--- src/rtl/hazard_ctrl.sv ---
// Pipeline sequencing controller: hold/flush enables for PC, IF/ID, ID/EX, EX/MEM
// and EX operand forwarding selects for the 5-stage core.
module hazard_ctrl #(
    parameter int unsigned INIT_FLUSH_CYCLES = 2,
    parameter int unsigned MC_TIMEOUT        = 64,
    parameter int unsigned CNT_W             = 16
) (
    input  logic             clk,
    input  logic             rst_n,
    input  logic [4:0]       id_rs1,
    input  logic [4:0]       id_rs2,
    input  logic             id_use_rs1,
    input  logic             id_use_rs2,
    input  logic [4:0]       ex_rs1,
    input  logic [4:0]       ex_rs2,
    input  logic [4:0]       ex_rd,
    input  logic             ex_mem_read,
    input  logic [4:0]       mem_rd,
    input  logic             mem_reg_write,
    input  logic [4:0]       wb_rd,
    input  logic             wb_reg_write,
    input  logic             ex_redirect,
    input  logic             ex_mc_start,
    input  logic             ex_mc_done,
    output logic             pc_en,
    output logic             if_id_en,
    output logic             if_id_flush,
    output logic             id_ex_en,
    output logic             id_ex_flush,
    output logic             ex_mem_bubble,
    output logic [1:0]       fwd_a,
    output logic [1:0]       fwd_b,
    output logic             mc_timeout,
    output logic [CNT_W-1:0] stall_cnt
);

    localparam int unsigned REG_W  = 5;
    localparam int unsigned INIT_W = 4;
    localparam int unsigned MC_W   = 8;

    localparam logic [1:0] FWD_IDEX  = 2'b00;
    localparam logic [1:0] FWD_MEMWB = 2'b01;
    localparam logic [1:0] FWD_EXMEM = 2'b10;

    typedef enum logic [1:0] {
        ST_INIT    = 2'd0,
        ST_RUN     = 2'd1,
        ST_MC_WAIT = 2'd2
    } state_t;

    state_t            state;
    logic [INIT_W-1:0] init_cnt;
    logic [MC_W-1:0]   mc_cnt;

    logic load_use;
    logic mc_begin;
    logic mc_expire;
    logic init_last;

    // Youngest producer wins; x0 is hardwired zero and never forwarded.
    function automatic logic [1:0] fwd_sel(
        input logic [REG_W-1:0] rs,
        input logic             m_we,
        input logic [REG_W-1:0] m_rd,
        input logic             w_we,
        input logic [REG_W-1:0] w_rd
    );
        logic [1:0] sel;
        sel = FWD_IDEX;
        if (m_we && (m_rd != '0) && (m_rd == rs)) begin
            sel = FWD_EXMEM;
        end else if (w_we && (w_rd != '0) && (w_rd == rs)) begin
            sel = FWD_MEMWB;
        end
        return sel;
    endfunction

    always_comb begin
        load_use  = ex_mem_read && (ex_rd != '0) &&
                    ((id_use_rs1 && (id_rs1 == ex_rd)) ||
                     (id_use_rs2 && (id_rs2 == ex_rd)));
        mc_begin  = ex_mc_start && !ex_mc_done;
        mc_expire = (mc_cnt == MC_W'(MC_TIMEOUT - 1));
        init_last = (init_cnt == INIT_W'(INIT_FLUSH_CYCLES - 1));
    end

    // Stage enables, flushes and forwarding selects.
    always_comb begin
        pc_en         = 1'b1;
        if_id_en      = 1'b1;
        if_id_flush   = 1'b0;
        id_ex_en      = 1'b1;
        id_ex_flush   = 1'b0;
        ex_mem_bubble = 1'b0;
        fwd_a         = FWD_IDEX;
        fwd_b         = FWD_IDEX;

        if (!rst_n || (state == ST_INIT)) begin
            pc_en         = 1'b0;
            if_id_flush   = 1'b1;
            id_ex_flush   = 1'b1;
            ex_mem_bubble = 1'b1;
        end else if (state == ST_RUN) begin
            fwd_a         = fwd_sel(ex_rs1, mem_reg_write, mem_rd, wb_reg_write, wb_rd);
            fwd_b         = fwd_sel(ex_rs2, mem_reg_write, mem_rd, wb_reg_write, wb_rd);
            // Result of an aborted multi-cycle op must not reach MEM.
            ex_mem_bubble = mc_timeout || mc_begin;
            if (ex_redirect) begin
                if_id_flush = 1'b1;
                id_ex_flush = 1'b1;
            end else if (mc_begin) begin
                pc_en    = 1'b0;
                if_id_en = 1'b0;
                id_ex_en = 1'b0;
            end else if (load_use) begin
                pc_en       = 1'b0;
                if_id_en    = 1'b0;
                id_ex_flush = 1'b1;
            end
        end else if (state == ST_MC_WAIT) begin
            if (!ex_mc_done) begin
                pc_en         = 1'b0;
                if_id_en      = 1'b0;
                id_ex_en      = 1'b0;
                ex_mem_bubble = 1'b1;
            end
        end else begin
            pc_en         = 1'b0;
            if_id_flush   = 1'b1;
            id_ex_flush   = 1'b1;
            ex_mem_bubble = 1'b1;
        end
    end

    // Sequencing state, multi-cycle watchdog and stall statistics.
    always_ff @(posedge clk) begin
        if (!rst_n) begin
            state      <= ST_INIT;
            init_cnt   <= '0;
            mc_cnt     <= '0;
            mc_timeout <= 1'b0;
            stall_cnt  <= '0;
        end else begin
            mc_timeout <= 1'b0;
            if (!pc_en && (stall_cnt != '1)) begin
                stall_cnt <= stall_cnt + CNT_W'(1);
            end

            case (state)
                ST_INIT: begin
                    if (init_last) begin
                        state <= ST_RUN;
                    end else begin
                        init_cnt <= init_cnt + INIT_W'(1);
                    end
                end
                ST_RUN: begin
                    if (mc_begin) begin
                        state  <= ST_MC_WAIT;
                        mc_cnt <= MC_W'(1);
                    end
                end
                ST_MC_WAIT: begin
                    if (ex_mc_done) begin
                        state  <= ST_RUN;
                        mc_cnt <= '0;
                    end else if (mc_expire) begin
                        state      <= ST_RUN;
                        mc_cnt     <= '0;
                        mc_timeout <= 1'b1;
                    end else begin
                        mc_cnt <= mc_cnt + MC_W'(1);
                    end
                end
                default: begin
                    state <= ST_INIT;
                end
            endcase
        end
    end

endmodule

--- config.mk ---
export PLATFORM = sky130hd
export DESIGN_NAME = hazard_ctrl
export DESIGN_NICKNAME = d
export VERILOG_FILES = /design/src/rtl/hazard_ctrl.sv
export SDC_FILE = /design/constraint.sdc
export NUM_CORES = 1
export LEC_CHECK = 0
export BUFFER_PORTS_ARGS = -buffer_cell sky130_fd_sc_hd__clkbuf_2
export CORE_MARGIN = 2
export CORE_UTILIZATION = 47
export CTS_BUF_LIST = sky130_fd_sc_hd__clkbuf_4 sky130_fd_sc_hd__clkbuf_8
export DETAILED_ROUTE_END_ITERATION = 6
export HOLD_SLACK_MARGIN = 0.06
export PLACE_DENSITY_LB_ADDON = 0.12
export SLEW_MARGIN = 25
export SYNTH_ARGS = -nofsm -noshare
export SYNTH_HDL_FRONTEND = slang
export SYNTH_SLANG_ARGS = --single-unit
--- constraint.sdc ---
create_clock -name clk -period 1.7 [get_ports clk]
set_input_delay 0.17 -clock clk [delete_from_list [all_inputs] [get_ports clk]]
set_output_delay 0.17 -clock clk [all_outputs]
set_load 0.01 [all_outputs]
==> flow_summary.json <==
{
  "run_status": "finished with violations",
  "violations": "setup timing",
  "mappedNetlistNets": 293,
  "grt_pass1_wl_microns": 9460,
  "drv_slew": 0,
  "postRouteAntennaNets": 0,
  "comb_pwr_share": 0.484,
  "cp.arrival_ns": 1.81,
  "irDropWorstVdd_mv": 0.531,
  "finalSetupViolCount": 24,
  "drc": 0,
  "asyncSetResetFlopFracSynth": 0,
  "fin_nets": 434,
  "max_cap_violations": 0,
  "most-common-layout-cells": "62 x clkbuf_2, 49 x buf_4, 27 x xnor2_1",
  "area.growth.synth_to_final_pct": 65.8,
  "synth_ff_type": "dfxtp_1",
  "cts_inserted_buffers": 5,
  "grt_max_degree": 24,
  "largest_family_of_logic_cells_by_synthesized_area": "simple AND/OR/NAND/NOR gates",
  "critical_path_max_stage_delay_ns": 0.43,
  "power.net_switching_uw": 998,
  "min_period_over_period": 1.17,
  "route.detailed.vias_per_inst": 5.42,
  "final-instance-count-excl-fill": 438,
  "p_sw_frac": 0.352,
  "chipHeight_microns": 70.5,
  "kind_of_end_point_of_the_critical_path": "output pin",
  "detail_route.iter0.violations": 118,
  "crit_path_top_delay_cell": "or4_4",
  "startpoint_type_of_the_worst_setup_path": "register",
  "mostFrequentLayoutCell": "clkbuf_2",
  "clk_pin_slew_worst_paths_ns": 0.07,
  "core-area_sq_um": 4290,
  "grt_overflow": 0,
  "critPathMaxFanout": 2,
  "worstPathCellList": "and2b_2 > buf_4 > o2111ai_4 > or4_4 > nor4_2 > buf_2",
  "design_area_sq_um": 3440,
  "gp_congestion": 0.818,
  "timing.critical_path.required_ns": 1.53,
  "totalNegativeSetupSlack_ns": -3.48,
  "post_synth_main_area_contributors": "dfxtp_1 30%, xnor2_1 11%, xor2_1 5.9%, o21ai_0 4.3%, a21boi_1 3.6%",
  "finClkSkew_ns": 0.00748,
  "max_clock_freq_ghz": 0.504,
  "clock_tree.root_cell": "clkbuf_8",
  "firstDrtPassIters": 4,
  "min-delay-path-class": "in -> reg",
  "initial_core_util": 0.483,
  "floorplan.die_area_sq_um": 4960,
  "timing_worst_slew_pin_value_ns": 0.415,
  "finalCriticalPeriod_ns": 1.98,
  "synthDistinctLibCells": 46,
  "row_count": 24,
  "post_route_worst_hold_slack_ns": 0.337,
  "ctsHoldBuffers": 0,
  "synth_area_sq_um": 2080,
  "hpwl_microns": 4170,
  "die_width_microns": 70.5,
  "final-hold-violation-count": 0,
  "pint_uw": 1840,
  "cts_max_level": 2,
  "cts.path.max_buffers": 2,
  "yosys.area.top_type_share": 0.299,
  "slew-limit-headroom": 0.722,
  "drt_wl_total_microns": 6810,
  "antenna_found_initial": 0,
  "post_drt_wl_per_cell_microns": 15.5,
  "first_global_vias": 2134,
  "synthXorXnorAreaFrac": 0.173,
  "num_antenna_cells": 0,
  "grt_use_total": 0.235,
  "p_seq_frac": 0.310,
  "adder_cell_area_share_of_the_yosys_netlist": 0.0241,
  "synth.largest_area_cell": "dfxtp_1",
  "mux_share_of_post_synthesis_cell_area": 0.00482,
  "clock_sink_count": 31,
  "synth-seq-area-share": 0.299,
  "port-buffer-count": 71,
  "vias": 2375,
  "setup_repair_after_global_routing_missed_its_margin": "true",
  "postSynthAreaPerCell_sq_um": 8.51,
  "final_layout_size_suffix_gt1_frac": 0.526,
  "tritoncts": "done",
  "yosysWarningCount": 0,
  "p_leak_uw": 0.00152,
  "placed_cells": 412,
  "worstSkewPairLatency_ns": 0.28,
  "synth_edf_count": 0,
  "clkPwrFrac": 0.206,
  "fraction_of_the_mapped_netlist_area_in_simple_logic_gates": 0.294,
  "power.density_nw_per_um2": 823,
  "synth_seq_cells": 31,
  "postLayoutSetupSlackWorst_ns": -0.283,
  "synthesis.instances": 244,
  "placedInstanceArea_sq_um": 2890,
  "floorplan.io_pins": 72,
  "category_of_the_most_critical_setup_path": "reg -> out",
  "synth-compound-area-share": 0.179
}
## Yosys cell counts, types with 7 or more instances
cell type and number:
dfxtp_1 31, xnor2_1 27, nand2_1 19, o21ai_0 18, nor2_1 16, nand3_1 15
xor2_1 14, a21boi_1 10, or4_1 8, nor3_1 7, or3_1 7
## metrics by stage
stage / total power, uW / setup WS, ns / util
after floorplan: 1390 / -0.0562 / -
after global placement: 1760 / -0.163 / 0.672
after detailed placement: 1780 / -0.188 / 0.672
after CTS: 2600 / -0.296 / 0.741
after global routing: 3000 / -0.372 / 0.802
final: 2830 / -0.283 / 0.802
## path summary, 6_finish.rpt
path	depth (start not counted)	start	endpoint	slack (ns)
setup reg to reg	8	state[1]$_SDFFE_PN0P_	stall_cnt[8]$_SDFFE_PN0P_	-0.26
hold reg to reg	2	mc_cnt[5]$_SDFFE_PN0P_	mc_cnt[5]$_SDFFE_PN0P_	0.53
hold / removal	4	ex_mc_done	state[0]$_SDFFE_PN0P_	0.34
setup / recovery	6	state[1]$_SDFFE_PN0P_	fwd_b[0]	-0.28
## power groups by stage
| stage | Clock [uW] | Sequential (uW) | Combinational (uW) |
|---|---|---|---|
| after floorplan | 0 | 907 | 487 |
| after detailed placement | 0 | 884 | 897 |
| after global routing | 630 | 889 | 1490 |
| after global placement | 0 | 883 | 880 |
| final | 584 | 878 | 1370 |
| after CTS | 594 | 873 | 1130 |
## repair_timing
action,CTS,global route
resized for setup,31,62
endpoints found under the setup margin,19,31
setup buffers,11,8
pin swaps,15,24
cloned,2,0
## state kept, by name, summed over array words and instances (netlist names)
register	flops
stall_cnt	16
mc_cnt	8
init_cnt	4
state	2
mc_timeout	1
## layout make-up
type                            count  area (sq um)
Clock buffer                        5          68.8
Clock inverter                      3          20.0
Fill cell                         273           852
Inverter                            3          11.3
Multi-Input combinational cell    205          1660
Sequential cell                    31           637
Tap cell                           52          65.1
Timing Repair Buffer              139           978
## critical path: cells and delay by family (launching register included)
family	cells	cell delay, ns
AND/OR/NAND/NOR	3	0.79
buffers and inverters	2	0.30
AO/OA/AOI/OAI	1	0.11
flip-flops	1	0.33
## metal layers
metal,track usage,vias up,routed length [microns]
met4,0.0726,0,216
met3,0.0476,20,319
li1,-,1168,-
met2,0.377,91,3400
met1,0.316,1096,2880
met5,0,-,0
## cells by family (layout without fill, tap and decap cells)
group                      Yosys count  in the layout
muxes                                1              1
buffers and inverters                8            150
adders and majority gates            4              4
AOI/OAI and AO/OA                   52             52
and+or+nand+nor                    107            107
xor gates and xnor gates            41             41
DFF                                 31             31
Note: power is estimated with default switching activity, not from simulation.
